`src/rtl/aes_arb_pkg.sv`:
```
// rtl/aes_arb_pkg.sv - shared types and constants for the AES engine arbiter
//
// Purpose : FSM state type, requester indices, bus widths and the default
//           WAIT timeout used by aes_arbiter, rr_arb2 and aes_arbiter_if.
// Ports   : none (package).
package aes_arb_pkg;

  typedef enum logic [1:0] {
    ST_IDLE  = 2'd0,
    ST_ISSUE = 2'd1,
    ST_WAIT  = 2'd2,
    ST_RESP  = 2'd3
  } arb_state_e;

  localparam int REQ_UART        = 0;
  localparam int REQ_CATCORE     = 1;
  localparam int N_REQ           = 2;
  localparam int BLK_W           = 128;
  localparam int TIMEOUT_DEFAULT = 63;

  // Requester index to its one-hot position on the 2-bit handshake vectors.
  function automatic logic [N_REQ-1:0] idx_to_onehot(input logic idx);
    return idx ? 2'b10 : 2'b01;
  endfunction

endpackage

```
`src/rtl/aes_arbiter_if.sv`:
```
// rtl/aes_arbiter_if.sv - requester and engine bus bundle for aes_arbiter
//
// Purpose : groups the requester handshake/operand bus and the AES core
//           operand/strobe/result bus.
// Modports: slave  - the arbiter (accepts requests, drives the engine)
//           master - the requesters and cores around it
// Signals : req_valid/req_ready/req_dec [2], req_key/req_data [256],
//           rsp_valid [2], rsp_data [128], rsp_err,
//           eng_key/eng_data [128], eng_enc_start/eng_dec_start,
//           eng_enc_valid/eng_dec_valid, eng_enc_res/eng_dec_res [128].
interface aes_arbiter_if;
  import aes_arb_pkg::*;

  logic [N_REQ-1:0]       req_valid;
  logic [N_REQ-1:0]       req_ready;
  logic [N_REQ-1:0]       req_dec;
  logic [N_REQ*BLK_W-1:0] req_key;
  logic [N_REQ*BLK_W-1:0] req_data;

  logic [N_REQ-1:0]       rsp_valid;
  logic [BLK_W-1:0]       rsp_data;
  logic                   rsp_err;

  logic [BLK_W-1:0]       eng_key;
  logic [BLK_W-1:0]       eng_data;
  logic                   eng_enc_start;
  logic                   eng_dec_start;
  logic                   eng_enc_valid;
  logic                   eng_dec_valid;
  logic [BLK_W-1:0]       eng_enc_res;
  logic [BLK_W-1:0]       eng_dec_res;

  modport slave (
    input  req_valid, req_dec, req_key, req_data,
    input  eng_enc_valid, eng_dec_valid, eng_enc_res, eng_dec_res,
    output req_ready, rsp_valid, rsp_data, rsp_err,
    output eng_key, eng_data, eng_enc_start, eng_dec_start
  );

  modport master (
    output req_valid, req_dec, req_key, req_data,
    output eng_enc_valid, eng_dec_valid, eng_enc_res, eng_dec_res,
    input  req_ready, rsp_valid, rsp_data, rsp_err,
    input  eng_key, eng_data, eng_enc_start, eng_dec_start
  );

endinterface

```
`src/rtl/rr_arb2.sv`:
```
// rtl/rr_arb2.sv - 2-way round-robin arbiter with internal last-grant pointer
//
// Purpose : picks one of two requesters; on a tie the one that was not
//           granted last wins. The pointer only moves when the owner of
//           the grant is told to update it (end of an operation).
// Ports   : clk, nreset (sync active-low)
//           req[2]     - request vector
//           update     - load last_grant from upd_idx this cycle
//           upd_idx    - requester that just completed
//           gnt_valid  - any request present
//           gnt_idx    - index of the winning requester
module rr_arb2
  import aes_arb_pkg::*;
(
  input  logic       clk,
  input  logic       nreset,
  input  logic [1:0] req,
  input  logic       update,
  input  logic       upd_idx,
  output logic       gnt_valid,
  output logic       gnt_idx
);

  // Starts at CatCore so that the UART path wins the first tie.
  logic last_grant;

  always_ff @(posedge clk) begin
    if (!nreset) begin
      last_grant <= 1'(REQ_CATCORE);
    end else if (update) begin
      last_grant <= upd_idx;
    end
  end

  always_comb begin
    gnt_valid = |req;
    gnt_idx   = 1'(REQ_UART);
    case (req)
      2'b01:   gnt_idx = 1'(REQ_UART);
      2'b10:   gnt_idx = 1'(REQ_CATCORE);
      2'b11:   gnt_idx = ~last_grant;
      default: gnt_idx = 1'(REQ_UART);
    endcase
  end

endmodule

```
`src/rtl/aes_arbiter.sv`:
```
// rtl/aes_arbiter.sv - shares one AES encrypt/decrypt core pair between two requesters
//
// Purpose : accepts one request at a time (UART command path = 0, CatCore
//           decrypt path = 1), issues it to the encrypt or decrypt core,
//           waits for the result with a timeout, and returns it to the
//           requester that owns the operation.
// Ports   : clk        - single clock, rising edge
//           nreset     - synchronous active-low reset
//           bus        - aes_arbiter_if.slave (requester + engine buses)
//           busy       - high whenever the FSM is not IDLE
//           eng_nreset - engine reset; pulses low for one cycle on timeout
module aes_arbiter
  import aes_arb_pkg::*;
#(
  parameter int TIMEOUT = TIMEOUT_DEFAULT
) (
  input  logic          clk,
  input  logic          nreset,
  aes_arbiter_if.slave  bus,
  output logic          busy,
  output logic          eng_nreset
);

  localparam int                TMR_W   = (TIMEOUT < 1) ? 1 : $clog2(TIMEOUT + 1);
  localparam logic [TMR_W-1:0] TMR_MAX = TMR_W'(TIMEOUT);

  arb_state_e        state_q, state_d;
  logic [TMR_W-1:0]  timer_q;
  logic [BLK_W-1:0]  key_q, data_q, rsp_data_q;
  logic              dec_q, grant_q, rsp_err_q;

  logic              gnt_valid, gnt_idx;
  logic              accept, abort, resp_done;
  logic              sel_valid, timed_out;
  logic [BLK_W-1:0]  sel_res;

  // The pointer advances only when a response is delivered, so an aborted
  // (reset) operation does not count as a turn.
  rr_arb2 u_arb (
    .clk       (clk),
    .nreset    (nreset),
    .req       (bus.req_valid),
    .update    (resp_done),
    .upd_idx   (grant_q),
    .gnt_valid (gnt_valid),
    .gnt_idx   (gnt_idx)
  );

  always_comb begin
    state_d   = state_q;
    accept    = 1'b0;
    abort     = 1'b0;
    resp_done = 1'b0;
    // Only the core matching the latched op is listened to.
    sel_valid = dec_q ? bus.eng_dec_valid : bus.eng_enc_valid;
    sel_res   = dec_q ? bus.eng_dec_res   : bus.eng_enc_res;
    timed_out = (timer_q == TMR_MAX);

    case (state_q)
      ST_IDLE: begin
        if (gnt_valid) begin
          accept  = 1'b1;
          state_d = ST_ISSUE;
        end
      end
      ST_ISSUE: begin
        state_d = ST_WAIT;
      end
      ST_WAIT: begin
        // A result arriving on the final cycle still beats the timeout.
        if (sel_valid) begin
          state_d = ST_RESP;
        end else if (timed_out) begin
          abort   = 1'b1;
          state_d = ST_RESP;
        end
      end
      ST_RESP: begin
        resp_done = 1'b1;
        state_d   = ST_IDLE;
      end
      default: begin
        state_d = ST_IDLE;
      end
    endcase

    // Nothing is handed out or accepted while reset is asserted.
    if (!nreset) begin
      accept    = 1'b0;
      abort     = 1'b0;
      resp_done = 1'b0;
    end
  end

  always_ff @(posedge clk) begin
    if (!nreset) begin
      state_q    <= ST_IDLE;
      timer_q    <= '0;
      key_q      <= '0;
      data_q     <= '0;
      dec_q      <= 1'b0;
      grant_q    <= 1'b0;
      rsp_data_q <= '0;
      rsp_err_q  <= 1'b0;
    end else begin
      state_q <= state_d;

      // Operands are sampled only in the accept cycle and then held, which
      // keeps eng_key/eng_data stable from ISSUE through WAIT.
      if (accept) begin
        key_q   <= gnt_idx ? bus.req_key[2*BLK_W-1:BLK_W]  : bus.req_key[BLK_W-1:0];
        data_q  <= gnt_idx ? bus.req_data[2*BLK_W-1:BLK_W] : bus.req_data[BLK_W-1:0];
        dec_q   <= bus.req_dec[gnt_idx];
        grant_q <= gnt_idx;
      end

      if (state_q == ST_ISSUE) begin
        timer_q <= '0;
      end else if (state_q == ST_WAIT) begin
        timer_q <= timer_q + TMR_W'(1);
      end

      if (state_q == ST_WAIT) begin
        if (sel_valid) begin
          rsp_data_q <= sel_res;
          rsp_err_q  <= 1'b0;
        end else if (timed_out) begin
          rsp_data_q <= '0;
          rsp_err_q  <= 1'b1;
        end
      end
    end
  end

  assign bus.req_ready     = accept ? idx_to_onehot(gnt_idx) : '0;
  assign bus.eng_enc_start = nreset && (state_q == ST_ISSUE) && !dec_q;
  assign bus.eng_dec_start = nreset && (state_q == ST_ISSUE) &&  dec_q;
  assign bus.eng_key       = key_q;
  assign bus.eng_data      = data_q;
  assign bus.rsp_valid     = resp_done ? idx_to_onehot(grant_q) : '0;
  assign bus.rsp_data      = rsp_data_q;
  assign bus.rsp_err       = rsp_err_q;

  assign busy       = (state_q != ST_IDLE);
  assign eng_nreset = nreset & ~abort;

endmodule

```
`src/flat_wrapper.sv`:
```
// flat-port wrapper written by rule: the top's interface ports become plain ports
module aes_arbiter_flat import aes_arb_pkg::*;
#(
  parameter int TIMEOUT = TIMEOUT_DEFAULT
)
  (clk, nreset, busy, eng_nreset, bus_req_valid, bus_req_dec, bus_req_key, bus_req_data, bus_eng_enc_valid, bus_eng_dec_valid, bus_eng_enc_res, bus_eng_dec_res, bus_req_ready, bus_rsp_valid, bus_rsp_data, bus_rsp_err, bus_eng_key, bus_eng_data, bus_eng_enc_start, bus_eng_dec_start);
  aes_arbiter_if bus_i ();
  input  logic clk;
  input  logic nreset;
  output logic busy;
  output logic eng_nreset;
  input wire logic [$bits(bus_i.req_valid)-1:0] bus_req_valid;
  input wire logic [$bits(bus_i.req_dec)-1:0] bus_req_dec;
  input wire logic [$bits(bus_i.req_key)-1:0] bus_req_key;
  input wire logic [$bits(bus_i.req_data)-1:0] bus_req_data;
  input wire logic [$bits(bus_i.eng_enc_valid)-1:0] bus_eng_enc_valid;
  input wire logic [$bits(bus_i.eng_dec_valid)-1:0] bus_eng_dec_valid;
  input wire logic [$bits(bus_i.eng_enc_res)-1:0] bus_eng_enc_res;
  input wire logic [$bits(bus_i.eng_dec_res)-1:0] bus_eng_dec_res;
  output wire logic [$bits(bus_i.req_ready)-1:0] bus_req_ready;
  output wire logic [$bits(bus_i.rsp_valid)-1:0] bus_rsp_valid;
  output wire logic [$bits(bus_i.rsp_data)-1:0] bus_rsp_data;
  output wire logic [$bits(bus_i.rsp_err)-1:0] bus_rsp_err;
  output wire logic [$bits(bus_i.eng_key)-1:0] bus_eng_key;
  output wire logic [$bits(bus_i.eng_data)-1:0] bus_eng_data;
  output wire logic [$bits(bus_i.eng_enc_start)-1:0] bus_eng_enc_start;
  output wire logic [$bits(bus_i.eng_dec_start)-1:0] bus_eng_dec_start;
  assign bus_i.req_valid = bus_req_valid;
  assign bus_i.req_dec = bus_req_dec;
  assign bus_i.req_key = bus_req_key;
  assign bus_i.req_data = bus_req_data;
  assign bus_i.eng_enc_valid = bus_eng_enc_valid;
  assign bus_i.eng_dec_valid = bus_eng_dec_valid;
  assign bus_i.eng_enc_res = bus_eng_enc_res;
  assign bus_i.eng_dec_res = bus_eng_dec_res;
  assign bus_req_ready = bus_i.req_ready;
  assign bus_rsp_valid = bus_i.rsp_valid;
  assign bus_rsp_data = bus_i.rsp_data;
  assign bus_rsp_err = bus_i.rsp_err;
  assign bus_eng_key = bus_i.eng_key;
  assign bus_eng_data = bus_i.eng_data;
  assign bus_eng_enc_start = bus_i.eng_enc_start;
  assign bus_eng_dec_start = bus_i.eng_dec_start;
  aes_arbiter #(.TIMEOUT(TIMEOUT)) u_core (.clk(clk), .nreset(nreset), .bus(bus_i), .busy(busy), .eng_nreset(eng_nreset));
endmodule
```
`config.mk`:
```
export PLATFORM = sky130hd
export DESIGN_NAME = aes_arbiter_flat
export DESIGN_NICKNAME = d
export VERILOG_FILES = /design/src/rtl/aes_arb_pkg.sv /design/src/rtl/aes_arbiter_if.sv /design/src/rtl/rr_arb2.sv /design/src/rtl/aes_arbiter.sv /design/src/flat_wrapper.sv
export SDC_FILE = /design/constraint.sdc
export NUM_CORES = 1
export LEC_CHECK = 0
export BUFFER_PORTS_ARGS = -buffer_cell sky130_fd_sc_hd__buf_2
export CELL_PAD_IN_SITES_DETAIL_PLACEMENT = 1
export CELL_PAD_IN_SITES_GLOBAL_PLACEMENT = 1
export CORE_AREA = 5 5 456 458
export DETAILED_ROUTE_END_ITERATION = 8
export DIE_AREA = 0 0 461 463
export PLACE_DENSITY = 0.44
export SYNTH_ARGS = -nofsm -noshare
export SYNTH_HDL_FRONTEND = slang
export SYNTH_SLANG_ARGS = --single-unit
```
`constraint.sdc`:
```
create_clock -name clk -period 1.9 [get_ports clk]
set_input_delay 0.285 -clock clk [delete_from_list [all_inputs] [get_ports clk]]
set_output_delay 0.285 -clock clk [all_outputs]
set_load 0.01 [all_outputs]
```
# Word-level counts from Yosys, hierarchy flattened
# Cells that the tools add are included.
[totals] ff_bits=396 output_inout_bits=393
[op_classes] addsub=1 n_lt_le_gt_ge=1 n_eq_ne=8 mux=28 n_bitwise=4 reduce_logical=11
[ops] operator="2-to-1 mux 128 bit" n=5
[ops] operator="2-to-1 mux 1 bit" n=14
[ops] operator="2-to-1 mux 2 bit" n=7
[ops] operator="equality test 2 bit, second input constant" n=4
[ops] operator="case mux 2 bit (4 select lines)" n=1
[ops] operator="adder 6 x 1 -> 6 bit, second input constant" n=1
[ops] operator="equality test 6 bit, second input constant" n=1
[ops] operator="AND reduction 2 bit" n=2
[ops] operator="nonzero test 2 bit" n=2
[ops] operator="OR reduction 2 bit" n=2
[ops] operator="logical AND 1 bit" n=3
[ops] operator="!= test 3 x 1 -> 1 bit, second input constant" n=1
[ops] operator="NOT 1 bit" n=3
[ops] operator="equality test 2 x 1 -> 1 bit, second input constant" n=1
[ops] operator="logical NOT 2 bit" n=1
[ops] operator="< comparator 1 x 2 -> 1 bit, second input constant" n=1
[ops] operator="!= test 2 x 1 -> 1 bit, second input constant" n=1
[ops] operator="case mux 1 bit (2 select lines)" n=1
[ops] operator="bitwise AND 1 bit" n=1
[ops] operator="logical NOT 1 bit" n=1

# Depth between registers and ports, before layout
# Gate-level depths: netlist of the first run.
[logic_depth] ltp_word=7 depth_mapped=10 depth_no_buf=6

# By module
# Synthesis of the first run repeated with hierarchy kept, for this count alone.
[hier_totals] cells_unflattened=1785 hier_area_um2=19426.1
[by_module_without_submodules] mod="aes_arbiter" instances=1 cells_each=1780 area_per_inst_um2=19378.6
[by_module_without_submodules] mod="rr_arb2" instances=1 cells_each=5 area_per_inst_um2=47.5

# Worst setup path after synthesis of the first run
# No wires, ideal clock.
[synth_timing] path_kind="flip-flop to flip-flop" from="register u_core.state_q[0]" to="register u_core.data_q[0], in the netlist u_core.bus.eng_data[0]" setup_ns=0.125 arrival_time_ns=1.755 path_slack_ns=0.020 stages_incl_launch_ff=11 path_buffers=4 synth_period_minus_slack_ns=1.880 path_cell_list="dfxtp_1 inv_1 ha_1 buf_6 and2_4 and3_1 buf_6 buf_6 buf_6 a222oi_1 nor2b_1"
[synth_via] elab_chain_len=3
[synth_rtl] element="start, declared" line_no="aes_arbiter.sv:27" rtl="arb_state_e state_q, state_d;"
[synth_rtl] element="start signal, assigned" line_no="aes_arbiter.sv:106" rtl="state_q <= state_d;"
[synth_rtl] element="logical NOT 2 bit" line_no="aes_arbiter.sv:59" rtl="case (state_q)"
[synth_rtl] element="2-to-1 mux 1 bit" line_no="aes_arbiter.sv:59"
[synth_rtl] element="2-to-1 mux 1 bit" line_no="aes_arbiter.sv:88" rtl="if (!nreset) begin"
[synth_rtl] element="end signal, assigned" line_no="aes_arbiter.sv:112" rtl="data_q <= gnt_idx ? bus.req_data[2*BLK_W-1:BLK_W] : bus.req_data[BLK_W-1:0];"
[synth_rtl] element="end, declared" line_no="aes_arbiter.sv:29" rtl="logic [BLK_W-1:0] key_q, data_q, rsp_data_q;"
# Every way passes these cells.
# A chain may end at the register's enable or synchronous reset.

# Final worst setup path of the first run
[layout_timing] from="register u_core.state_q[0]" to="output bus_req_ready[1]"
[layout_via] elab_chain_len=4
[layout_rtl] element="logical NOT 2 bit" line_no="aes_arbiter.sv:59"
[layout_rtl] element="2-to-1 mux 1 bit" line_no="aes_arbiter.sv:59"
[layout_rtl] element="2-to-1 mux 1 bit" line_no="aes_arbiter.sv:88"
[layout_rtl] element="2-to-1 mux 2 bit" line_no="aes_arbiter.sv:135" rtl="assign bus.req_ready = accept ? idx_to_onehot(gnt_idx) : '0;"
[layout_rtl] element="end, declared" line_no="flat_wrapper.sv:20" rtl="output wire logic [$bits(bus_i.req_ready)-1:0] bus_req_ready;"
# Every way passes these cells.

==> results.yml, run 1 <==
synthesis:
  synthAdderAreaFrac: 0.00449
  syn_area_um2: 16700
  synth-seq-cells: 396
  netlist_instances: 1533
  synth_top_family_by_area: "compound AO/OA/AOI/OAI gates"
  syn_nets: 2315
  seq_area_frac_synth: 0.474
  synth-compound-area-share: 0.218
  synth_warnings: 0
  muxShareOfSynthArea: 0.0887
  yosys.area_share.simple: 0.153
  synth_xor_area_frac: 0.00209
  synth_cell_types: 37
  syn_area_per_cell_um2: 10.9
sta:
  skew_ps: 43.1
  slew_violations: 0
  setup_violations: 272
  timing_hold_violations_final: 0
  layout_setup_ws_ps: -257
  finalCritPeriodShare: 1.14
  tightest_slew_ps: 722
  slew_headroom: 0.518
  rsz0062_at_grt: "true"
  fmax_ghz: 0.464
  period_minus_slack_ps: 2160
floorplanning:
  die-area_um2: 213000
  rows: 166
  dieHeight_um: 463
  ios: 1169
  fp.dieW_um: 461
  initial_core_util: 0.0822
  coreArea_um2: 204000
clock_tree:
  clock_tree.root_cell: "clkbuf_16"
  cts_num_sinks: 396
  tritoncts: "built"
  htreeDepth: 2
  clock_latency_ps: 700
  cts.path.max_buffers: 3
  clkTransAtPathRegs_ps: 60
  cts_made_buffers: 55
setup_path:
  worstSetupStartpoint: "u_core.state_q[0]"
  worstPathRequired_ps: 1620
  crit_path_end_kind: "primary output"
  start_kind: "flop"
  crit_arrival_ps: 1870
  critPathKind: "flop to primary output"
  timing.rr.start: "u_core.state_q[0]"
  ff2ff_setup_slack_ps: -220
  worstReg2RegEnd: "u_core.bus.eng_data[6]"
  r2r_cells: 8
  path_max_fanout: 3
placement:
  portBuffers: 1168
  place_hpwl_um: 122000
  gp_congestion: 0.829
route:
  vias_per_cell: 3.61
  drt-wirelength-per-cell_um: 26.9
  route.final.wire_length_um: 168000
  drt_pass1_iterations: 9
  vias: 22639
  ant_nets: 0
  drt_first_iter_violations: 2396
  drc: 3
min_path:
  min_path_type: "input port to flop"
  worstHoldStart: "bus_req_key[80]"
  holdPathStages: 3
  min_to: "u_core.bus.eng_key[80]"
global_routing:
  grt_usage: 0.145
  grt_pass1_vias: 24008
  antenna_found_initial: 74
  grt_first_pass_wirelength_um: 214000
  grt-ovfl-total: 0
  grt_start_max_net_pins: 109
layout:
  drive_above_1_share: 0.476
  fin_util: 0.187
  seq_area_um2: 7940
  final_common_cell: "buf_2"
  final_cell_mix: "1161 x buf_2, 742 x dlygate4sd3_1, 391 x dfxtp_1, 386 x nor2b_1, 257 x a222oi_1"
  fin_nets: 4284
  fillerInstances: 23597
  area_growth_pct: 128
  multi_input_area_um2: 8750
outcome:
  violations: "DRC, setup timing"
  status: "finished with violations"
power:
  p_leak_nw: 16.1
  cellPowerDensity_nw_per_um2: 921
  vdd.ir_drop.worst_mv: 0.692
  power_mw: 35.1
job:
  drv_cap: 0
[per-stage QoR]
stage | hold WS [ps] | setup slack [ps] | instances | TNS [ps] | area (µm²)
5_1_grt | 0.488 | -364 | 6250 | -47190 | 38100
2_1_floorplan | 458 | 19.8 | 1533 | 0 | 16700
6_report | 28.1 | -257 | 6263 | -18170 | 38100
3_3_place_gp | 481 | -189 | 5309 | -13850 | 26100
3_5_place_dp | 488 | -224 | 5309 | -16830 | 26100
4_1_cts | 0.629 | -337 | 6205 | -12820 | 37200
[worst max-delay path, cell delays in order (launching register included)]
cell	delay [ps]
dfxtp_2	320
inv_2	80
ha_4	160
and2_4	140
and3_4	240
buf_12	150
buf_6	110
[registers in the layout, summed over array words and instances, names as in the netlist]
| name | cells |
|---|---|
| u_core.state_q | 2 |
| u_core.u_arb.last_grant | 1 |
| u_core.bus.rsp_err | 1 |
| u_core.bus.eng_data | 128 |
| u_core.bus.eng_key | 128 |
| u_core.dec_q | 1 |
| u_core.timer_q | 6 |
| u_core.grant_q | 1 |
| u_core.bus.rsp_data | 128 |
[final cells by class]
| cell class | count | share of cell area |
|---|---|---|
| Inverter | 6 | 0.000591 |
| Sequential cell | 396 | 0.208 |
| Timing Repair Buffer | 2087 | 0.423 |
| Antenna cell | 28 | 0.00184 |
| Clock buffer | 83 | 0.0433 |
| Clock inverter | 19 | 0.00587 |
| Tap cell | 2688 | 0.0882 |
| Multi-Input combinational cell | 956 | 0.229 |
[report_power, final]
| group | leakage, nW | switching [mW] | total, mW | internal, mW |
|---|---|---|---|---|
| logic | 11.9 | 7.18 | 13.7 | 6.50 |
| clock network | 0.930 | 4.67 | 11.1 | 6.42 |
| registers | 3.22 | 0.837 | 10.4 | 9.51 |
| total | 16.1 | 12.7 | 35.1 | 22.4 |
[cell usage after synthesis, drive strengths merged]
master	n	area share
or3	1	0.00037
o21ai	3	0.0011
xnor2	2	0.0010
a211o	1	0.00052
xor2	2	0.0010
nand4	3	0.0011
o211ai	1	0.00045
ha	6	0.0045
and3	3	0.0011
nand3	1	0.00030
a22oi	128	0.057
o211a	2	0.0012
clkbuf	70	0.016
nand2	10	0.0022
nand2b	1	0.00037
inv	6	0.0013
a32oi	1	0.00052
mux2	128	0.086
nor2b	386	0.14
nor2	10	0.0022
o22a	1	0.00052
buf	105	0.043
dfxtp	396	0.47
a21oi	3	0.0011
a21boi	1	0.00045
a222oi	257	0.15
and2	1	0.00052
o221a	1	0.00067
mux2i	3	0.0025
[worst max-delay path by stage]
stage | slack (ps) | end
finish | -260 | bus_req_ready[1]
global route | -360 | bus_req_ready[0]
CTS | -340 | bus_req_ready[0]
detailed placement | -220 | u_core.bus.eng_data[123]
global placement | -190 | u_core.bus.eng_key[24]
floorplan | 20 | u_core.bus.eng_data[0]
[logic make-up after synthesis]
family	after synthesis
and+or+nand+nor	416
DFF	396
muxes	131
adders and majority gates	6
xor gates and xnor gates	4
buffers and inverters	181
AOI/OAI and AO/OA	399
[per-layer routing]
layer,wire (µm),vias up,track usage
met5,143,-,0
met4,7270,22,0.0535
met3,17100,257,0.0576
met2,82600,1302,0.257
met1,61200,11080,0.154
li1,-,9978,-
[timing repair]
| action | CTS | global route |
|---|---|---|
| buffers inserted | 38 | 19 |
| endpoints found under the setup margin | 250 | 391 |
| pin swaps | 25 | 82 |
| gates cloned | 19 | 19 |
| hold buffers | 742 | 0 |
| resized for setup | 238 | 88 |
| hold endpoints to repair | 377 | 0 |
(Power assumes the default switching activity.)
==> run 2, diff against run 1 <==
--- a/config.mk
+++ b/config.mk
@@ -8,10 +8,12 @@
 export BUFFER_PORTS_ARGS = -buffer_cell sky130_fd_sc_hd__buf_2
 export CELL_PAD_IN_SITES_DETAIL_PLACEMENT = 1
 export CELL_PAD_IN_SITES_GLOBAL_PLACEMENT = 1
-export CORE_AREA = 5 5 456 458
+export CORE_AREA = 5 5 447 449
 export DETAILED_ROUTE_END_ITERATION = 8
-export DIE_AREA = 0 0 461 463
-export PLACE_DENSITY = 0.44
+export DIE_AREA = 0 0 452 454
+export MAX_ROUTING_LAYER = met4
+export PLACE_DENSITY = 0.46
 export SYNTH_ARGS = -nofsm -noshare
 export SYNTH_HDL_FRONTEND = slang
+export SYNTH_HIERARCHICAL = 1
 export SYNTH_SLANG_ARGS = --single-unit
==> run 2 against run 1 <==
The flow finishes with violations (setup timing). Critical path depth unchanged. Routed wire length is 13% lower. Synthesized cell count rose by 16%. Clock skew shrank 14 ps. Power up 8.2%. Largest power group unchanged.
==> results.yml, run 2 <==
setup_path:
  start_kind: "flop"
  crit_path_end_kind: "primary output"
  critPathMaxStageDelay_ps: 350
  critPathBufInv: 3
  ff2ff_setup_slack_ps: -100
  path_cells: "buf_6, inv_4, ha_4, and3_4, and2_4, buf_6"
  crit_family: "flip-flops"
  crit_slowest_cell: "dfxtp_2"
  critPathKind: "flop to primary output"
  worstPathRequired_ps: 1620
  crit_arrival_ps: 1780
  path_max_fanout: 3
  cp_common_cell: "buf_6"
route:
  drt-wirelength-per-cell_um: 23.1
  vias_per_cell: 3.54
  ant_nets: 0
  vias: 22487
  drc: 0
  drt_first_iter_violations: 1152
  drt_pass1_iterations: 6
  route.final.wire_length_um: 147000
synthesis:
  yosys.area.top_type_share: 0.408
  syn_nets: 2567
  synth_cell_types: 36
  synth_most_common_cell: "dfxtp_1"
  synthArstFlopShare: 0
  syn_area_um2: 19400
  netlist_top_cells_area: "dfxtp_1 41%, mux2i_1 13%, o211a_1 13%"
  synthFlopType: "dfxtp_1"
  synth_edf_count: 0
  syn_area_per_cell_um2: 10.9
  synth_area_leader_cell: "dfxtp_1"
  synth-seq-cells: 396
  synth_warnings: 6
  seq_area_frac_synth: 0.408
  synth_common_cells: "396 x dfxtp_1, 264 x nand2_1, 260 x mux2i_1"
  netlist_instances: 1785
power:
  cellPowerDensity_nw_per_um2: 951
  p_leak_nw: 19.5
  vdd.ir_drop.worst_mv: 0.616
  p_switching_mw: 13.2
  combPwrFrac: 0.408
  swShare: 0.347
  clockPowerShare: 0.305
  power.internal_mw: 24.8
  p_seq_frac: 0.288
global_routing:
  antenna_found_initial: 89
  grt_start_max_net_pins: 114
  grt_usage: 0.136
  grt_pass1_vias: 24333
  grt-ovfl-total: 0
  grt_first_pass_wirelength_um: 192000
outcome:
  violations: "setup timing"
  status: "finished with violations"
placement:
  place_hpwl_um: 111000
  portBuffers: 1168
  gp_congestion: 0.919
  dpl_worst_slack_ps: -322
sta:
  slew_violations: 0
  setup_violations: 124
  slew_headroom: 0.606
  fmax_ghz: 0.485
  timing_hold_violations_final: 0
  fin_setup_tns_ps: -6070
  layout_setup_ws_ps: -162
  skew_ps: 29.1
  tightest_slew_ps: 591
  rsz0062_at_grt: "true"
  period_minus_slack_ps: 2060
  finalCritPeriodShare: 1.09
clock_tree:
  cts.path.max_buffers: 3
  cts_made_buffers: 54
  cts_num_sinks: 396
  clkTransAtPathRegs_ps: 60
  clock_tree.root_cell: "clkbuf_16"
  htreeDepth: 2
  tritoncts: "built"
  clock_latency_ps: 670
layout:
  area_growth_pct: 106
  fin_nets: 4495
  final_cell_mix: "1160 x buf_2, 655 x dlygate4sd3_1, 390 x dfxtp_1, 256 x o211a_1, 243 x nand2_1"
  drive_above_1_share: 0.503
  final_common_cell: "buf_2"
floorplanning:
  coreArea_um2: 196000
  dieHeight_um: 454
  ios: 1169
  rows: 163
  initial_core_util: 0.0992
  die-area_um2: 205000
  fp.dieW_um: 452
min_path:
  min_path_type: "input port to flop"
job:
  drv_cap: 0
[run 2: cell types whose count changed after synthesis, moves of 21 or more]
| cell | previous run | this run |
|---|---|---|
| nor2b_1 | 386 | 29 |
| mux2i_1 | 2 | 260 |
| nor2b_2 | 0 | 100 |
| nand2_1 | 10 | 264 |
| a222oi_1 | 257 | 0 |
| buf_6 | 27 | 4 |
| a22oi_1 | 128 | 28 |
| o211a_1 | 2 | 257 |
| a22oi_2 | 0 | 100 |
| buf_2 | 64 | 85 |
[run 2: power by group through the flow]
stage                     combinational, mW  clock (mW)  sequential [mW]
after CTS                              14.7        12.1             10.9
after global placement                 11.7           0             11.0
after floorplan                        5.37           0             11.6
final                                  15.5        11.6             10.9
after detailed placement               11.8           0             11.1
after global routing                   16.5        12.3             11.1
[run 2: layout make-up]
cell class / instances / area, µm²
Sequential cell: 396 / 7940
Timing Repair Buffer: 2046 / 15900
Inverter: 4 / 20.0
Antenna cell: 37 / 92.6
Fill cell: 22721 / 156000
Tap cell: 2557 / 3200
Clock buffer: 75 / 1540
Multi-Input combinational cell: 1211 / 10900
Clock inverter: 25 / 439
[run 2: through the flow]
step                      instances  area [µm²]  utilization  hold slack (ps)  total power [mW]
after floorplan                1785       19400            -              347              17.0
after global placement         5473       29000        0.148              475              22.7
after detailed placement       5473       29000        0.148              480              22.8
after CTS                      6284       39000        0.199             1.05              37.7
after global routing           6349       39900        0.204             31.4              39.9
final                          6351       39900        0.204             78.6              38.0
[run 2: cells by family after synthesis]
kind of cell / count (synthesis) / share of synthesized area
AO/OA/AOI/OAI: 395 / 0.212
buffers and inverters: 178 / 0.0526
AND/OR/NAND/NOR: 417 / 0.112
adder cells (fa/ha/maj): 6 / 0.00386
flip-flops: 396 / 0.408
multiplexers: 389 / 0.209
XOR/XNOR: 4 / 0.00180
[run 2: final timing paths]
path / start / to / depth (start not counted)
max: u_core/state_q[1] / bus_req_ready[1] / 6
max reg2reg: u_core/state_q[1] / u_core/bus.eng_data[84] / 10
min: bus_eng_enc_res[56] / u_core/bus.rsp_data[56] / 4
min reg2reg: u_core/bus.eng_data[49] / u_core/bus.eng_data[49] / 1
[run 2: repair_timing]
| item | CTS | global route |
|---|---|---|
| resized for setup | 134 | 86 |
| pin swaps | 20 | 14 |
| endpoints found under the hold margin | 345 | 0 |
| hold buffers | 656 | 0 |
| gates cloned | 21 | 28 |
| setup buffers | 35 | 13 |
| endpoints found under the setup margin | 175 | 196 |
[run 2: worst reg2reg max path: cells and delay by family (launching register included)]
| family | cells | cell delay (ps) |
|---|---|---|
| AND/OR/NAND/NOR | 1 | 180 |
| adder cells (fa/ha/maj) | 1 | 150 |
| AO/OA/AOI/OAI | 1 | 210 |
| flip-flops | 1 | 350 |
| buffers and inverters | 7 | 990 |
[run 2: metal layers]
metal  up-vias  wire length (µm)  part of all wire  GRT usage
met5         -                 0                 0          -
met4         0              6950             0.047     0.0580
met3       223              8940             0.061     0.0322
met2       879             74700              0.51      0.240
met1     10975             56300              0.38      0.145
li1      10410                 -                 -          -
